### config.mk
export PLATFORM = sky130hd
export DESIGN_NAME = bin2bcd_seq_flat
export DESIGN_NICKNAME = d
export VERILOG_FILES = /design/src/rtl/quiz_pkg.sv /design/src/rtl/bin2bcd_seq_if.sv /design/src/rtl/bcd_add3.sv /design/src/rtl/bin2bcd_seq.sv /design/src/flat_wrapper.sv
export SDC_FILE = /design/constraint.sdc
export NUM_CORES = 1
export LEC_CHECK = 0
export ABC_AREA = 1
export BUFFER_PORTS_ARGS = -buffer_cell sky130_fd_sc_hd__buf_4
export CAP_MARGIN = 20
export CORE_ASPECT_RATIO = 1.1
export CORE_UTILIZATION = 60
export DETAILED_ROUTE_END_ITERATION = 8
export PLACE_DENSITY = 0.82
export SLEW_MARGIN = 10
export SYNTH_ARGS = -nofsm -noshare
export SYNTH_HDL_FRONTEND = slang
export SYNTH_SLANG_ARGS = --single-unit
### constraint.sdc
create_clock -name clk -period 3.44 [get_ports clk]
set_clock_uncertainty 0.05 [all_clocks]
set_input_delay 0.172 -clock clk [delete_from_list [all_inputs] [get_ports clk]]
set_output_delay 0.172 -clock clk [all_outputs]
set_load 0.05 [all_outputs]
### src/rtl/quiz_pkg.sv
// Shared definitions for the sequential binary-to-BCD converter.
//   - BCD_W      : width of one BCD digit
//   - state_e    : converter FSM encoding (2 bits, code 3 is illegal)
//   - min_digits : smallest digit count that can hold 2^in_w - 1
package quiz_pkg;

  localparam int BCD_W = 4;

  typedef enum logic [1:0] {
    ST_IDLE  = 2'd0,
    ST_SHIFT = 2'd1,
    ST_DONE  = 2'd2
  } state_e;

  function automatic int min_digits(input int in_w);
    longint unsigned maxv;
    longint unsigned pow10;
    int              d;
    maxv  = (64'd1 << in_w) - 64'd1;
    pow10 = 64'd10;
    d     = 1;
    for (int i = 0; i < 20; i++) begin
      if (pow10 <= maxv) begin
        pow10 = pow10 * 64'd10;
        d     = d + 1;
      end
    end
    return d;
  endfunction

endpackage

### src/rtl/bin2bcd_seq_if.sv
// Handshake bundle for bin2bcd_seq.
//   master : producer/consumer side (drives in_valid, bin_in, out_ready)
//   slave  : converter side (drives in_ready, out_valid, bcd_out, nz_digits)
interface bin2bcd_seq_if #(
  parameter int IN_W   = 8,
  parameter int DIGITS = 3
);
  import quiz_pkg::*;

  localparam int NZ_W = $clog2(DIGITS + 1);

  logic                      in_valid;
  logic                      in_ready;
  logic [IN_W-1:0]           bin_in;
  logic                      out_valid;
  logic                      out_ready;
  logic [BCD_W*DIGITS-1:0]   bcd_out;
  logic [NZ_W-1:0]           nz_digits;

  modport master (
    output in_valid, bin_in, out_ready,
    input  in_ready, out_valid, bcd_out, nz_digits
  );

  modport slave (
    input  in_valid, bin_in, out_ready,
    output in_ready, out_valid, bcd_out, nz_digits
  );

endinterface

### src/rtl/bcd_add3.sv
// Single-digit double-dabble correction: digits of 5 or more get +3 so the
// following left shift carries correctly into the next decimal digit.
//   dig_i : current BCD digit (0..9)
//   dig_o : corrected digit (wraps in 4 bits, never overflows for 0..9)
module bcd_add3
  import quiz_pkg::*;
(
  input  logic [BCD_W-1:0] dig_i,
  output logic [BCD_W-1:0] dig_o
);

  assign dig_o = (dig_i >= BCD_W'(5)) ? (dig_i + BCD_W'(3)) : dig_i;

endmodule

### src/rtl/bin2bcd_seq.sv
// Multi-cycle binary-to-BCD converter, one input bit per clock.
//   clk  : rising-edge clock
//   rst  : asynchronous active-high reset
//   bus  : slave side of bin2bcd_seq_if (operand in, packed BCD + digit count out)
//
// state    | meaning
// ---------+-----------------------------------------------------------
// ST_IDLE  | waiting for an operand, in_ready=1
// ST_SHIFT | one add-3/shift step per cycle, IN_W steps total
// ST_DONE  | result held, out_valid=1 until out_ready
module bin2bcd_seq
  import quiz_pkg::*;
#(
  parameter int IN_W   = 8,
  parameter int DIGITS = 3
) (
  input  logic          clk,
  input  logic          rst,
  bin2bcd_seq_if.slave  bus
);

  localparam int BW    = BCD_W * DIGITS;
  localparam int NZ_W  = $clog2(DIGITS + 1);
  localparam int CNT_W = $clog2(IN_W + 1);

  if (IN_W < 1 || IN_W > 32) begin : g_bad_width
    $error("bin2bcd_seq: IN_W=%0d outside 1..32", IN_W);
  end
  if (DIGITS < min_digits(IN_W)) begin : g_bad_digits
    $error("bin2bcd_seq: DIGITS=%0d too small for IN_W=%0d", DIGITS, IN_W);
  end

  state_e            state_q;
  logic [CNT_W-1:0]  cnt_q;
  logic [IN_W-1:0]   bin_sr_q;
  logic [BW-1:0]     bcd_sr_q;
  logic [BW-1:0]     bcd_out_q;
  logic [NZ_W-1:0]   nz_q;
  logic              in_ready_q;
  logic              out_valid_q;

  logic [BW-1:0]     corr;
  logic [BW-1:0]     bcd_sr_d;
  logic [IN_W-1:0]   bin_sr_d;
  logic [NZ_W-1:0]   nz_d;

  for (genvar k = 0; k < DIGITS; k++) begin : g_add3
    bcd_add3 u_add3 (
      .dig_i (bcd_sr_q[k*BCD_W +: BCD_W]),
      .dig_o (corr[k*BCD_W +: BCD_W])
    );
  end

  // Correct all digits, then shift the binary MSB into the BCD LSB.
  assign bcd_sr_d = {corr[BW-2:0], bin_sr_q[IN_W-1]};
  assign bin_sr_d = bin_sr_q << 1;

  // Highest non-zero digit wins; an all-zero result still shows one digit.
  always_comb begin
    nz_d = NZ_W'(1);
    for (int k = 0; k < DIGITS; k++) begin
      if (bcd_sr_d[k*BCD_W +: BCD_W] != '0) nz_d = NZ_W'(k + 1);
    end
  end

  always_ff @(posedge clk or posedge rst) begin
    if (rst) begin
      state_q     <= ST_IDLE;
      cnt_q       <= '0;
      bin_sr_q    <= '0;
      bcd_sr_q    <= '0;
      bcd_out_q   <= '0;
      nz_q        <= '0;
      in_ready_q  <= 1'b0;
      out_valid_q <= 1'b0;
    end else begin
      case (state_q)
        ST_IDLE: begin
          if (bus.in_valid && in_ready_q) begin
            bin_sr_q   <= bus.bin_in;
            bcd_sr_q   <= '0;
            cnt_q      <= CNT_W'(IN_W);
            state_q    <= ST_SHIFT;
            in_ready_q <= 1'b0;
          end else begin
            in_ready_q <= 1'b1;
          end
        end
        ST_SHIFT: begin
          bin_sr_q <= bin_sr_d;
          bcd_sr_q <= bcd_sr_d;
          cnt_q    <= cnt_q - CNT_W'(1);
          if (cnt_q == CNT_W'(1)) begin
            state_q     <= ST_DONE;
            bcd_out_q   <= bcd_sr_d;
            nz_q        <= nz_d;
            out_valid_q <= 1'b1;
          end
        end
        ST_DONE: begin
          if (bus.out_ready) begin
            state_q     <= ST_IDLE;
            out_valid_q <= 1'b0;
            in_ready_q  <= 1'b1;
          end
        end
        default: begin
          state_q     <= ST_IDLE;
          in_ready_q  <= 1'b0;
          out_valid_q <= 1'b0;
        end
      endcase
    end
  end

  assign bus.in_ready  = in_ready_q;
  assign bus.out_valid = out_valid_q;
  assign bus.bcd_out   = bcd_out_q;
  assign bus.nz_digits = nz_q;

endmodule
### src/flat_wrapper.sv
// flat-port wrapper written by rule: the top's interface ports become plain ports
module bin2bcd_seq_flat import quiz_pkg::*;
#(
  parameter int IN_W   = 8,
  parameter int DIGITS = 3
)
  (clk, rst, bus_in_valid, bus_bin_in, bus_out_ready, bus_in_ready, bus_out_valid, bus_bcd_out, bus_nz_digits);
  bin2bcd_seq_if #(.IN_W(IN_W), .DIGITS(DIGITS)) bus_i ();
  input  logic clk;
  input  logic rst;
  input wire logic [$bits(bus_i.in_valid)-1:0] bus_in_valid;
  input wire logic [$bits(bus_i.bin_in)-1:0] bus_bin_in;
  input wire logic [$bits(bus_i.out_ready)-1:0] bus_out_ready;
  output wire logic [$bits(bus_i.in_ready)-1:0] bus_in_ready;
  output wire logic [$bits(bus_i.out_valid)-1:0] bus_out_valid;
  output wire logic [$bits(bus_i.bcd_out)-1:0] bus_bcd_out;
  output wire logic [$bits(bus_i.nz_digits)-1:0] bus_nz_digits;
  assign bus_i.in_valid = bus_in_valid;
  assign bus_i.bin_in = bus_bin_in;
  assign bus_i.out_ready = bus_out_ready;
  assign bus_in_ready = bus_i.in_ready;
  assign bus_out_valid = bus_i.out_valid;
  assign bus_bcd_out = bus_i.bcd_out;
  assign bus_nz_digits = bus_i.nz_digits;
  bin2bcd_seq #(.IN_W(IN_W), .DIGITS(DIGITS)) u_core (.clk(clk), .rst(rst), .bus(bus_i));
endmodule
==> impl_metrics.py, run 1 <==
metrics = {
    "cells_and_area": {
        "final_nets": 294,
        "area_growth_syn_to_layout_pct": 12.8,
        "final_layout_size_suffix_gt1_share_pct": 20.4,
        "antenna_cells": 0,
        "nFillCells": 264,
    },
    "cts": {
        "cts.path.max_buffers": 2,
        "cts-root-buf": "clkbuf_4",
        "cts_sinks": 42,
        "hold_buffers": 2,
        "cts_buffers": 5,
        "clk_latency_ns": 0.35,
        "htree_levels": 2,
        "cts_setup_buffers": 0,
        "clkTransAtPathRegs_ns": 0.12,
        "cts_tree": "done",
        "cts.repair.resized": 0,
    },
    "yosys": {
        "synth.avg_cell_area_um2": 8.86,
        "synth_area_leaders": "dfrtp_1 49%, nand2_1 11%, inv_1 5.6%",
        "yosys.area.top_type": "dfrtp_1",
        "ys_seq_elements": 42,
        "yosysUniqueCellTypes": 24,
        "syn-num-nets": 264,
        "yosys_warnings": 0,
        "netlist_area_mm2": 0.00216,
        "synth_top_area_share_pct": 48.6,
        "synth-seq-area-share_pct": 48.6,
        "netlist_instances": 244,
    },
    "global_routing": {
        "first_global_vias": 1555,
        "grt_max_degree": 43,
        "antenna_found_initial": 0,
        "overflow": 0,
        "track_usage_pct": 23.1,
        "grt_pass1_wl_mm": 6.67,
    },
    "sta": {
        "rsz0062_at_grt": "false",
        "slew-limit-headroom_pct": 65.4,
        "worst_slew_pin_slew_ns": 0.519,
        "fin_crit_ns": 1.66,
        "max_freq_ghz": 0.601,
        "setup_violations": 0,
        "fin_crit_sh_pct": 48.4,
        "fin_setup_tns_ns": 0,
        "hold_viol": 0,
        "final_max_slew_viol_count": 0,
    },
    "route": {
        "vias": 1665,
        "drtIter0Drc": 89,
        "drc": 0,
        "wl_per_cell_um": 12.1,
        "postRouteAntennaNets": 0,
        "dr.pass1.iters": 5,
        "vias_per_cell": 5.15,
        "drt-total-wl_mm": 3.90,
    },
    "hold_path": {
        "min_path_type": "input port to register",
    },
    "placed_design": {
        "gp_congestion": 0.964,
        "post-dp-hpwl_mm": 2.70,
        "io_buffers": 27,
    },
    "critical_path": {
        "path_class": "register to register",
        "crit_path_max_fanout": 4,
        "worstPathArrival_ns": 1.84,
        "crit_path_start_kind": "register",
        "worstPathRequired_ns": 3.62,
        "critPathCaptureType": "register",
    },
    "floorplan": {
        "die-area_mm2": 0.00385,
        "ios": 28,
        "die_height_um": 65.0,
        "initial_utilization_pct": 63.9,
        "core_area_mm2": 0.00339,
        "die_w_um": 59.2,
        "rows": 22,
    },
    "run_status": {
        "status": "completed",
    },
    "flow_run": {
        "maxCapViolCount": 0,
    },
}
cell families after synthesis:
logic type / count (synthesis) / synth area share, %
xor+xnor: 2 / 0.810
fa+ha+maj: 8 / 4.63
buf+inv: 42 / 9.66
compound gates: 52 / 16.6
flops: 42 / 48.6
simple gates: 98 / 19.7
synthesized netlist by cell type:
cell type / count
o21ai_2: 7
dfrtp_1: 42
o21ai_1: 12
inv_4: 2
nand4_1: 3
xor2_1: 1
buf_6: 6
nor2_8: 1
inv_1: 32
nand3b_1: 1
a21oi_1: 3
inv_2: 1
nand2_1: 65
o22ai_1: 13
nand3_1: 11
buf_2: 1
o211ai_2: 7
o21ai_0: 9
nor2_1: 14
a21boi_1: 1
xnor2_1: 1
nand2_2: 1
ha_1: 8
nand2_4: 2
final cells by class:
cell class	instances	area, um2	area share (%)
clock buffers	7	55.1	2.26
flip-flops and latches	42	1050	43.1
repair buffers	30	230	9.44
inverters	35	136	5.59
well taps	48	60.1	2.46
clock inverters	1	5.00	0.205
multi-input cells	160	902	37.0
worst paths after layout:
path	from	to	slack (ns)	depth (start not counted)
worst min register to register	u_core.cnt_q[3]	u_core.cnt_q[3]	0.44	1
worst min-delay path	bus_bin_in[4]	u_core.bin_sr_q[4]	0.03	3
worst max register to register	u_core.bcd_sr_q[0]	u_core.bcd_sr_q[2]	1.78	7
worst max-delay path	u_core.bcd_sr_q[0]	u_core.bcd_sr_q[2]	1.78	7
max in group asynchronous	rst	u_core.bin_sr_q[6]	2.52	4
min in group asynchronous	rst	u_core.bcd_sr_q[3]	0.46	4
per-layer routing:
| metal | wire length (um) | GRT usage [%] | part of all wire [%] |
|---|---|---|---|
| met1 | 1840 | 29.1 | 47 |
| met2 | 1870 | 37.6 | 48 |
| met3 | 135 | 6.79 | 3.5 |
| met4 | 53 | 7.74 | 1.4 |
| met5 | 0 | 0 | 0 |
flip-flops by register name (all words and copies together) (netlist names):
signal / flops
u_core.bcd_sr_q: 12
u_core.bus.bcd_out: 12
u_core.bin_sr_q: 8
u_core.cnt_q: 4
u_core.bus.nz_digits: 2
u_core.state_q: 2
u_core.bus.in_ready: 1
u_core.bus.out_valid: 1
through the flow:
stage	hold WS [ns]	utilization, %	setup slack, ns	cell area [um2]	cells
floorplan	0.272	-	1.98	2160	244
global placement	0.288	69.7	1.87	2360	313
detailed placement	0.291	69.7	1.84	2360	313
CTS	0.0193	72.1	1.81	2440	323
global route	0.00701	72.1	1.68	2440	323
finish	0.0291	72.1	1.78	2440	323
layout by cell type, fill, tap and decap left out, types with 5 or more instances in the layout:
cell      count
buf_4        28
clkbuf_4      5
dfrtp_1      42
ha_1          8
inv_1        32
nand2_1      65
nand3_1      11
nor2_1       14
o211ai_2      7
o21ai_0       9
o21ai_1      12
o21ai_2       7
o22ai_1      13
critical path, stage by stage, from the launching register on:
cell and delay [ns]:
dfrtp_1 0.42, inv_1 0.14, ha_1 0.18, inv_1 0.04
nand2_1 0.08, nand3_1 0.15, o21ai_0 0.36, o22ai_1 0.12
Power of run 1 is left out: the tool's default activity adds up to more than one toggle a clock period on the data nets, which glitch-free logic cannot reach.
==> inputs of run 2 (changes only) <==
- CORE_UTILIZATION: 60 -> 57
- PLACE_DENSITY: 0.82 -> 0.79
- clock period: 3.44 -> 1.7 ns (I/O delays scaled with it)
==> run 2 against run 1 <==
Net effect:
- global-route usage is 0.22 points higher
- final area increased by 4.3%
- critical path depth up 3
- clock-buffer cell count is the same
- non-clock buffer count rose by 5
- utilization shrank 1.9 points
- final cell count up 2.2%
- sequential share of layout area shrank 1.8 points
- critical endpoint is now u_core.bus.nz_digits[0]
- highest routed layer unchanged
==> impl_metrics.py, run 2 (synthesis gave the netlist of run 1 again) <==
metrics = {
    "pwr": {
        "vdd_drop_max_mv": 1.11,
        "p_clk_share_pct": 11.7,
        "fin_total_pwr_mw": 5.70,
        "comb_power_share_pct": 58.1,
        "power.density_mw_per_mm2": 2240,
        "seq_power_share_pct": 30.1,
        "p_int_mw": 2.89,
        "p_sw_share_pct": 49.3,
        "p_leak_nw": 1.31,
        "switchingPower_mw": 2.81,
    },
    "floorplan": {
        "ios": 28,
        "core_area_mm2": 0.00363,
        "die_height_um": 66.6,
        "rows": 23,
        "die_w_um": 60.7,
        "die-area_mm2": 0.00404,
        "initial_utilization_pct": 59.6,
    },
    "cells_and_area": {
        "antenna_cells": 0,
        "final_nets": 299,
        "seqCellArea_mm2": 0.00105,
        "mostFrequentLayoutCells": "64 x nand2_1, 42 x dfrtp_1, 32 x inv_1",
        "nFillCells": 314,
        "final_area_mm2": 0.00254,
        "area_growth_syn_to_layout_pct": 17.7,
        "mostFrequentLayoutCell": "nand2_1",
        "multiInputGateArea_um2": 912,
        "finish.utilization_pct": 70.2,
        "final_layout_size_suffix_gt1_share_pct": 21.4,
        "final_cells": 330,
    },
    "route": {
        "dr.pass1.iters": 4,
        "drtIter0Drc": 57,
        "drt-total-wl_mm": 4.02,
        "wl_met2_mm": 1.99,
        "wl_per_cell_um": 12.2,
        "drc": 0,
        "highest_layer": "met4",
        "wl_met3_um": 115,
        "vias": 1698,
        "met1_length_mm": 1.84,
        "postRouteAntennaNets": 0,
        "vias_per_cell": 5.15,
    },
    "critical_path": {
        "worstPathRequired_ns": 1.88,
        "critPathBufInv": 1,
        "crit_path_max_fanout": 4,
        "r2r-start": "u_core.bcd_sr_q[5]",
        "worstPathArrival_ns": 1.74,
        "r2r-end": "u_core.bus.nz_digits[0]",
        "path_class": "register to register",
        "reg2regPathDepth": 10,
        "critPathCaptureType": "register",
        "critPathSlowestCell": "dfrtp_1",
        "cp_cell_sequence": "inv_1 -> ha_1 -> nand2_1 -> nand2_2 -> nand2_1 -> nand2_1 -> nand2_1 -> nor2_1 -> nand2_1 -> a21oi_1",
        "crit_family": "simple AND/OR/NAND/NOR gates",
        "cpMostUsedCell": "nand2_1",
        "reg2reg_slack_ns": 0.14,
        "max_stage_delay_ns": 0.40,
        "crit_path_start_kind": "register",
    },
    "global_routing": {
        "track_usage_pct": 23.4,
        "antenna_found_initial": 0,
        "grt_max_degree": 43,
        "first_global_vias": 1567,
        "overflow": 0,
        "grt_pass1_wl_mm": 6.85,
    },
    "cts": {
        "cts.path.max_buffers": 2,
        "cts_sinks": 42,
        "cts_tree": "done",
        "cts_buffers": 5,
        "cts-root-buf": "clkbuf_8",
        "htree_levels": 2,
        "clk_latency_ns": 0.30,
        "clkTransAtPathRegs_ns": 0.08,
    },
    "flow_run": {
        "maxCapViolCount": 0,
    },
    "placed_design": {
        "dpl-instance-area_mm2": 0.00238,
        "dp_cells": 316,
        "detailedPlace.worstSlack_ns": 0.107,
        "io_buffers": 27,
        "post-dp-hpwl_mm": 2.76,
        "gp_congestion": 0.870,
    },
    "sta": {
        "rsz0062_at_grt": "false",
        "fin_crit_sh_pct": 92.0,
        "max_freq_ghz": 0.640,
        "whs_ns": 0.0118,
        "worst_slew_pin_slew_ns": 0.518,
        "fin_crit_ns": 1.56,
        "final_max_slew_viol_count": 0,
        "final.setup.worst_slack_ns": 0.136,
        "fin_setup_tns_ns": 0,
        "slew-limit-headroom_pct": 65.5,
        "hold_viol": 0,
        "setup_violations": 0,
    },
    "hold_path": {
        "hold-path-cell-count": 3,
        "min_path_type": "input port to register",
        "min_delay_worst_endpoint": "u_core.bin_sr_q[3]",
        "hp-start": "bus_bin_in[3]",
    },
    "run_status": {
        "status": "completed",
    },
}
[run 2: cell count changes in the layout (fill, tap and decap cells not counted)]
cell / before / now
buf_12: 0 / 1
clkbuf_4: 5 / 0
clkbuf_8: 1 / 6
dlygate4sd3_1: 2 / 6
nand2_1: 65 / 64
nand2_2: 1 / 2
nand3_1: 11 / 10
nand3_2: 0 / 1
nor2_1: 14 / 13
nor2_2: 0 / 1
o21ai_0: 9 / 8
o21ai_1: 12 / 13
[run 2: power by group through the flow]
| stage | combinational, mW | clock (mW) | sequential (mW) |
|---|---|---|---|
| global placement | 3.20 | 0 | 1.72 |
| CTS | 3.30 | 0.681 | 1.72 |
| floorplan | 2.09 | 0 | 2.26 |
| finish | 3.31 | 0.670 | 1.72 |
| global route | 3.72 | 0.726 | 1.78 |
| detailed placement | 3.28 | 0 | 1.74 |
[run 2: worst max-delay path by stage]
stage / depth (start not counted) / slack [ns] / from / to
after detailed placement: 7 / 0.11 / u_core.bcd_sr_q[0] / u_core.bcd_sr_q[2]
final: 10 / 0.14 / u_core.bcd_sr_q[5] / u_core.bus.nz_digits[0]
after global routing: 10 / 0.01 / u_core.bcd_sr_q[5] / u_core.bus.nz_digits[0]
after CTS: 7 / 0.1 / u_core.bcd_sr_q[0] / u_core.bcd_sr_q[2]
after floorplan: 7 / 0.24 / u_core.bus.in_ready / u_core.cnt_q[3]
after global placement: 7 / 0.15 / u_core.bcd_sr_q[0] / u_core.bcd_sr_q[2]
[run 2: cell type report]
cell class                      count  share of cell area, %
Clock buffer                        7                   3.39
Clock inverter                      1                  0.197
Inverter                           35                   5.36
Multi-Input combinational cell    160                   35.9
Sequential cell                    42                   41.3
Tap cell                           50                   2.46
Timing Repair Buffer               35                   11.4
[run 2: per-layer routing]
layer,vias up,global-route usage (%)
met2,26,39.1
met5,-,0
met3,7,6.02
met1,801,28.1
li1,864,-
met4,0,9.66
[run 2: repair_timing]
action                     4_1_cts  5_1_grt
hold buffers                     6        0
setup endpoints to repair        0        4
resized for setup                0        4
setup buffers                    0        0
hold endpoints to repair        47        0
[run 2: worst register-to-register path: stages (launching register included)]
cell and delay [ns]:
dfrtp_1 0.40, inv_1 0.13, ha_1 0.22, nand2_1 0.10
nand2_2 0.09, nand2_1 0.08, nand2_1 0.09, nand2_1 0.07
nor2_1 0.08, nand2_1 0.05, a21oi_1 0.13
(Power assumes the default switching activity.)
